[src/rtl/com_send.sv]
// com_send: responder side of the console send handshake.
//
// On a send request the block latches the bag type, RAM start address and
// payload length. It reads the payload from the shared packet RAM one byte at
// a time and streams a framed byte sequence to the downstream byte link:
//
//   HEAD0  HEAD1  {0,btype}  {0,dlen[11:8]}  dlen[7:0]  payload...  [csum]
//
// Completion is signalled on fd_com_send with a four-phase handshake.
//
// Build option:
//   COM_SEND_CHECKSUM_EN  When defined, a trailing byte is appended. It holds
//                         the 8-bit sum of TYPE, LENH, LENL and the payload
//                         bytes. When undefined, the checksum state and the
//                         accumulator are not built.
module com_send #(
  parameter logic [7:0] HEAD0 = 8'h55,
  parameter logic [7:0] HEAD1 = 8'hAA,
  parameter int         AW    = 12,
  parameter int         DLW   = 12
) (
  input  logic           clk,
  input  logic           rst,

  // console handshake and latched request fields
  input  logic           fs_com_send,
  output logic           fd_com_send,
  input  logic [3:0]     send_btype,
  input  logic [AW-1:0]  ram_addr_init,
  input  logic [DLW-1:0] ram_dlen,

  // packet RAM read port (data returns one cycle after the strobe)
  output logic           ram_rd_en,
  output logic [AW-1:0]  ram_rd_addr,
  input  logic [7:0]     ram_rd_data,

  // outgoing byte stream
  output logic [7:0]     tx_data,
  output logic           tx_valid,
  input  logic           tx_ready,

  output logic           busy
);

  // FSM encoding
  localparam logic [3:0] IDLE  = 4'd0;
  localparam logic [3:0] SYN0  = 4'd1;
  localparam logic [3:0] SYN1  = 4'd2;
  localparam logic [3:0] TYPE  = 4'd3;
  localparam logic [3:0] LENH  = 4'd4;
  localparam logic [3:0] LENL  = 4'd5;
  localparam logic [3:0] RD    = 4'd6;
  localparam logic [3:0] RWAIT = 4'd7;
  localparam logic [3:0] DATA  = 4'd8;
  localparam logic [3:0] CSUM  = 4'd9;
  localparam logic [3:0] DONE  = 4'd10;

  logic [3:0]     state_q;
  logic [3:0]     btype_q;
  logic [AW-1:0]  addr_q;
  logic [DLW-1:0] dlen_q;
  logic [DLW-1:0] remain_q;

  // A byte leaves the block on any cycle where it is both offered and taken.
  logic accept;
  assign accept = tx_valid && tx_ready;

  // Only IDLE counts as not busy.
  assign busy = (state_q != IDLE);

`ifdef COM_SEND_CHECKSUM_EN
  logic [7:0] csum_q;
  logic [7:0] csum_add;

  // Running sum including the byte currently on tx_data. It is used both to
  // update the accumulator on accept and to form the checksum byte itself.
  assign csum_add = csum_q + tx_data;

  // Checksum accumulator: cleared on request accept, and advanced on each
  // accepted TYPE, LENH, LENL and payload byte.
  always_ff @(posedge clk) begin
    if (rst) begin
      csum_q <= 8'h00;
    end else if (state_q == IDLE && fs_com_send) begin
      csum_q <= 8'h00;
    end else if (accept && (state_q == TYPE || state_q == LENH ||
                            state_q == LENL || state_q == DATA)) begin
      csum_q <= csum_add;
    end
  end
`endif

  // Frame sequencer. All outputs are registered and loaded on the transition
  // into the state that owns them. Each byte state therefore presents a
  // stable tx_data for as long as the sink stalls.
  always_ff @(posedge clk) begin
    if (rst) begin
      // NOTE: sequential state uses non-blocking assignments only, so every
      // register here samples the pre-edge value of every other register.
      state_q     <= IDLE;
      btype_q     <= 4'h0;
      addr_q      <= '0;
      dlen_q      <= '0;
      remain_q    <= '0;
      fd_com_send <= 1'b0;
      ram_rd_en   <= 1'b0;
      ram_rd_addr <= '0;
      tx_data     <= 8'h00;
      tx_valid    <= 1'b0;
    end else begin
      case (state_q)
        IDLE: begin
          if (fs_com_send) begin
            btype_q  <= send_btype;
            addr_q   <= ram_addr_init;
            dlen_q   <= ram_dlen;
            remain_q <= ram_dlen;
            tx_data  <= HEAD0;
            tx_valid <= 1'b1;
            state_q  <= SYN0;
          end
        end

        SYN0: begin
          if (accept) begin
            tx_data <= HEAD1;
            state_q <= SYN1;
          end
        end

        SYN1: begin
          if (accept) begin
            tx_data <= {4'h0, btype_q};
            state_q <= TYPE;
          end
        end

        TYPE: begin
          if (accept) begin
            tx_data <= {4'h0, dlen_q[11:8]};
            state_q <= LENH;
          end
        end

        LENH: begin
          if (accept) begin
            tx_data <= dlen_q[7:0];
            state_q <= LENL;
          end
        end

        LENL: begin
          if (accept) begin
            if (dlen_q == '0) begin
`ifdef COM_SEND_CHECKSUM_EN
              tx_data     <= csum_add;
              state_q     <= CSUM;
`else
              tx_valid    <= 1'b0;
              fd_com_send <= 1'b1;
              state_q     <= DONE;
`endif
            end else begin
              tx_valid    <= 1'b0;
              ram_rd_en   <= 1'b1;
              ram_rd_addr <= addr_q;
              state_q     <= RD;
            end
          end
        end

        // The read strobe was raised on entry; drop it after a single cycle.
        RD: begin
          ram_rd_en <= 1'b0;
          state_q   <= RWAIT;
        end

        // RAM data is valid now, one cycle after the strobe.
        RWAIT: begin
          tx_data  <= ram_rd_data;
          tx_valid <= 1'b1;
          state_q  <= DATA;
        end

        DATA: begin
          if (accept) begin
            addr_q   <= addr_q + AW'(1);
            remain_q <= remain_q - DLW'(1);
            if (remain_q == DLW'(1)) begin
`ifdef COM_SEND_CHECKSUM_EN
              tx_data     <= csum_add;
              state_q     <= CSUM;
`else
              tx_valid    <= 1'b0;
              fd_com_send <= 1'b1;
              state_q     <= DONE;
`endif
            end else begin
              tx_valid    <= 1'b0;
              ram_rd_en   <= 1'b1;
              ram_rd_addr <= addr_q + AW'(1);
              state_q     <= RD;
            end
          end
        end

`ifdef COM_SEND_CHECKSUM_EN
        CSUM: begin
          if (accept) begin
            tx_valid    <= 1'b0;
            fd_com_send <= 1'b1;
            state_q     <= DONE;
          end
        end
`endif

        // Hold done until the console withdraws its request. This guarantees
        // one frame per request even though the request is a level.
        DONE: begin
          if (!fs_com_send) begin
            fd_com_send <= 1'b0;
            state_q     <= IDLE;
          end
        end

        default: begin
          tx_valid    <= 1'b0;
          ram_rd_en   <= 1'b0;
          fd_com_send <= 1'b0;
          state_q     <= IDLE;
        end
      endcase
    end
  end

endmodule

[config.mk]
export PLATFORM = sky130hd
export DESIGN_NAME = com_send
export DESIGN_NICKNAME = d
export VERILOG_FILES = /design/src/rtl/com_send.sv
export SDC_FILE = /design/constraint.sdc
export NUM_CORES = 1
export LEC_CHECK = 0
export BUFFER_PORTS_ARGS = -buffer_cell sky130_fd_sc_hd__buf_2
export CORE_ASPECT_RATIO = 1.4
export CORE_MARGIN = 8
export CORE_UTILIZATION = 40
export DETAILED_ROUTE_END_ITERATION = 16
export GPL_TIMING_DRIVEN = 0
export PLACE_DENSITY_LB_ADDON = 0.2
export SLEW_MARGIN = 20
export SYNTH_ARGS = -nofsm -noshare
export SYNTH_HDL_FRONTEND = slang
export SYNTH_SLANG_ARGS = --single-unit
[constraint.sdc]
create_clock -name clk -period 2.6 [get_ports clk]
set_input_delay 0.26 -clock clk [delete_from_list [all_inputs] [get_ports clk]]
set_output_delay 0.26 -clock clk [all_outputs]
set_load 0.05 [all_outputs]
# Word level (Yosys, flattened, before mapping)
# Cells that the tools add are included.
# Widths: inputs -> output; s select.
classes:
  n_mux: 42
  bitwise: 3
  add_sub_neg: 2
  n_reduce_logical: 19
  n_eq_ne: 23
op_table:
  columns: ["operator", "n"]
  rows:
  - ["$mux 12", 8]
  - ["$pmux 12 s2", 3]
  - ["$pmux 8 s6", 1]
  - ["$mux 4", 10]
  - ["$mux 8", 5]
  - ["$pmux 4 s10", 1]
  - ["$ne 2x2->1 const B", 12]
  - ["$eq 4x3->1 const B", 4]
  - ["$reduce_or 7->1", 2]
  - ["$add 12x1->12 const B", 1]
  - ["$eq 12x1->1 const B", 1]
  - ["$logic_not 12->1", 1]
  - ["$reduce_and 6->1", 2]
  - ["$sub 12x1->12 const B", 1]
  - ["$mux 1", 11]
  - ["$reduce_and 5->1", 2]
  - ["$eq 4x2->1 const B", 2]
  - ["$eq 4x4->1 const B", 2]
  - ["$pmux 1 s4", 2]
  - ["$reduce_and 8->1", 1]
  - ["$reduce_and 3->1", 2]
  - ["$reduce_bool 6->1", 1]
  - ["$reduce_or 6->1", 1]
  - ["$eq 4x1->1 const B", 1]
  - ["9 further kinds", 12]
totals:
  in_bits: 40
  reg_bits: 67
  output_inout_bits: 24

# Logic depth before layout (Yosys ltp)
depth:
  word_depth: 4
  depth_mapped: 8

# Worst setup path before layout
# Ideal clock, no wire load.
synth_timing:
  path_type: "register -> register"
  from: "reg state_q[0]"
  to: "reg addr_q[4]"
  t_required_ns: 2.472
  arrival_ns: 2.055
  n_path_buf: 3
  slack_ns: 0.418
  setup_ns: 0.128
  stages_incl_launch_ff: 9
  synth_period_minus_slack_ns: 2.182
  path_cell_list: "dfxtp_1 > buf_6 > or4_1 > clkbuf_1 > o22ai_2 > buf_2 > o21ai_0 > a22oi_1 > nor2_1"
synth_via:
  elab_chain_len: 3
  word_cells_on_any_way: 7
synth_lines:
  columns: ["element", "line", "text"]
  rows:
  - ["start: declaration", "58", "logic [3:0] state_q;"]
  - ["start signal: assignment", "100", "state_q <= IDLE;"]
  - ["start signal: assignment", "120", "state_q <= SYN0;"]
  - ["start signal: assignment", "127", "state_q <= SYN1;"]
  - ["$eq 4x4->1 / $logic_not 4->1 (equally long branches)", "111", "case (state_q)"]
  - ["$ne 2x2->1 (no source line) / $reduce_bool 2->1 (equally long branches)", null, null]
  - ["$reduce_and 3->1 (no source line)", null, null]
  - ["end signal: assignment", "115", "addr_q <= ram_addr_init;"]
  - ["end signal: assignment", "187", "addr_q <= addr_q + AW'(1);"]
  - ["end: declaration", "60", "logic [AW-1:0] addr_q;"]
# Parallel ways exist; a longest one is shown, timed or not.
# A chain may end at the register's enable or synchronous reset.

# Final worst setup path
layout_timing:
  from: "reg remain_q[6]"
  to: "reg fd_com_send"
layout_via:
  elab_chain_len: 3
layout_lines:
  columns: ["element", "line", "text"]
  rows:
  - ["start: declaration", "62", "logic [DLW-1:0] remain_q;"]
  - ["start signal: assignment", "117", "remain_q <= ram_dlen;"]
  - ["start signal: assignment", "188", "remain_q <= remain_q - DLW'(1);"]
  - ["$eq 12x1->1", "189", "if (remain_q == DLW'(1)) begin"]
  - ["$ne 2x2->1 (no source line)", null, null]
  - ["$reduce_and 6->1 (no source line)", null, null]
  - ["end signal: assignment", "195", "fd_com_send <= 1'b1;"]
  - ["end signal: assignment", "221", "fd_com_send <= 1'b0;"]
  - ["end signal: assignment", "229", "fd_com_send <= 1'b0;"]
  - ["end: declaration", "27", "output logic fd_com_send,"]
# No other way between the ends.

==> results_dict.tcl <==
set metrics [dict create \
    status "complete, no violations" \
    clock_sinks 67 \
    vias 4044 \
    cp_max_fo 8 \
    placementRows 42 \
    synth-seq-cells 67 \
    setup_tns_ns 0 \
    grt_pass1_wl_um 20400 \
    cp-start-kind "flop" \
    setup_viol 0 \
    worstPathRequired_ns 2.83 \
    fin_nets 607 \
    synth_ff_type "dfxtp_1" \
    ys_seq_area_frac 0.3541 \
    cts_setup_buffers 0 \
    rsz0062_at_grt "no" \
    crit_type "reg -> reg" \
    area_delta_synth_final_pct 19.99 \
    grt_use_met2 0.3522 \
    fmax_ghz 0.4134 \
    synth_area_leaders "dfxtp_1 35%, nand2_1 7.1%, a21oi_1 6.1%" \
    drcViolationCount 0 \
    powerDensity_nw_per_um2 693.0 \
    routed_wl_um 12720 \
    relSlewSlack 0.4419 \
    clock_latency_ns 0.34 \
    ant_nets 0 \
    die_w_um 98.24 \
    wl_per_cell_um 18.73 \
    hold_violations 0 \
    synth_top_cell_by_area "dfxtp_1" \
    hpwl_um 9528 \
    clockBufferDepth 2 \
    root_buffer "clkbuf_16" \
    grt.busiest_layer "met2" \
    num_io_pins 64 \
    yosys_warnings 0 \
    htreeDepth 3 \
    initial_core_util 0.4049 \
    synth.top_cell.area_share 0.3541 \
    synth-edff-count 0 \
    finalCriticalPeriod_ns 2.419 \
    cp-end-kind "flop" \
    power.leakage_nw 1.716 \
    ys_types 60 \
    grt_pass1_vias 4100 \
    worst_slew_pin_slew_ns 0.8372 \
    antenna_found_initial 0 \
    crit_arrival_ns 2.65 \
    grt_max_degree 13 \
    dr.pass1.iters 5 \
    vias_per_cell 5.956 \
    async_flop_share 0 \
    drive_above_1_share 0.1951 \
    fin_total_pwr_mw 3.149 \
    use_met3 0.04545 \
    netlist_area_um2 3787 \
    use_met1 0.2085 \
    fin_skew_ns 0.006005 \
    cts_hold_buffers 0 \
    place.gp.congestion 0.9394 \
    overflow 0 \
    numCtsBuffers 9 \
    core_area_um2 9354 \
    grt_usage 0.1960 \
    synth_cells 490 \
    maxSlewViolCount 0 \
    die-area_um2 12880 \
    hold_path_class "in -> reg" \
    antenna_cells 0 \
    cts_tree "built" \
    synth.avg_cell_area_um2 7.729 \
    numPortBuffers 63 \
    vdd_drop_max_mv 0.4523 \
    syn_nets 533 \
    fin_crit_sh 0.9304 \
    dr.first_iter.drc_count 209 \
    drv_cap 0 \
    clk_pin_slew_ns 0.06 \
    fp.dieH_um 131.1 \
]
power breakdown:
group	internal, mW	total [mW]	switching, mW
Combinational	0.241	0.720	0.479
Sequential	1.11	1.20	0.0833
Clock	0.742	1.23	0.490
Total	2.10	3.15	1.05
critical path: stages, from the launching register on:
cell and delay (ns):
dfxtp_1 0.29, clkbuf_1 0.17, or4_1 0.60, nor4_1 0.52
o22ai_1 0.18, a21oi_1 0.19, mux2_2 0.35
area by class of cell:
type / instances / area [um2]
buffer: 39 / 176.4
clock buffer: 10 / 229.0
clock inverter: 6 / 66.31
fill: 972 / 4810
inverter: 8 / 30.03
multi-input combinational: 376 / 2248
sequential: 67 / 1341
tap: 110 / 137.6
timing repair buffer: 63 / 315.3
what timing repair did:
item,in CTS,in global routing
resized for setup,0,1
endpoints found under the hold margin,0,0
setup endpoints to repair,0,2
state kept, by name, indices dropped and copies added (netlist names):
name         count
btype_q          4
ram_rd_en        1
ram_rd_addr     12
state_q          4
remain_q        12
addr_q          12
tx_valid         1
dlen_q          12
fd_com_send      1
tx_data          8
per-stage QoR:
step	instances	hold slack, ns	setup slack [ns]	util	instance area, um2
detailed placement	663	0.4539	0.1610	0.4533	4240
global placement	663	0.4513	0.1755	0.4533	4240
floorplan	490	0.3960	0.4179	-	3787
finish	679	0.1652	0.1810	0.4858	4544
CTS	679	0.1534	0.1476	0.4849	4536
global route	679	0.1767	0.04978	0.4858	4544
cells by family after synthesis:
family / after synthesis / share of synthesized area
xor+xnor: 8 / 0.01850
compound gates: 171 / 0.3046
flops: 67 / 0.3541
buf+inv: 47 / 0.05451
fa+ha+maj: 3 / 0.009912
mux: 4 / 0.01090
simple gates: 190 / 0.2474
layer usage:
layer	share of wire	vias up
li1	-	1950
met1	0.40	1927
met2	0.51	137
met3	0.061	30
met4	0.029	0
met5	0	-
worst paths after layout:
path,start,end,slack [ns],cells past startpoint
max reg2reg,remain_q[6]$_SDFFE_PP0P_,fd_com_send$_SDFFE_PP0P_,0.18,6
min reg2reg,btype_q[2]$_SDFFE_PP0P_,btype_q[2]$_SDFFE_PP0P_,0.46,2
min,send_btype[1],btype_q[1]$_SDFFE_PP0P_,0.17,3
max,remain_q[6]$_SDFFE_PP0P_,fd_com_send$_SDFFE_PP0P_,0.18,6
synth_stat cells, drive strengths merged, types with 4 or more instances:
cell type,n
a211oi,16
a21oi,46
a22o,9
a22oi,8
a311oi,5
a31oi,21
and2,8
and3,5
buf,10
clkbuf,29
dfxtp,67
inv,8
nand2,72
nand3,13
nand4,5
nor2,40
nor2b,6
nor3,10
nor4,10
o211ai,5
o21ai,37
o221a,4
xor2,5
cell usage in the layout, fill, tap and decap left out, types with 4 or more instances in the layout:
cell type / count
nor3_1: 9
nor2b_1: 6
a211oi_2: 10
inv_1: 8
o221a_2: 4
buf_2: 69
and3_1: 5
xor2_1: 5
clkbuf_1: 30
a31oi_1: 21
clkbuf_16: 9
dfxtp_1: 67
a311oi_1: 5
nor2_1: 39
and2_1: 7
a22o_1: 9
o211ai_1: 5
a211oi_1: 6
nand2_1: 72
nand4_1: 5
nor4_1: 9
a21oi_1: 46
a22oi_1: 8
nand3_1: 13
o21ai_0: 37
Note: power is estimated with default switching activity, not from simulation.
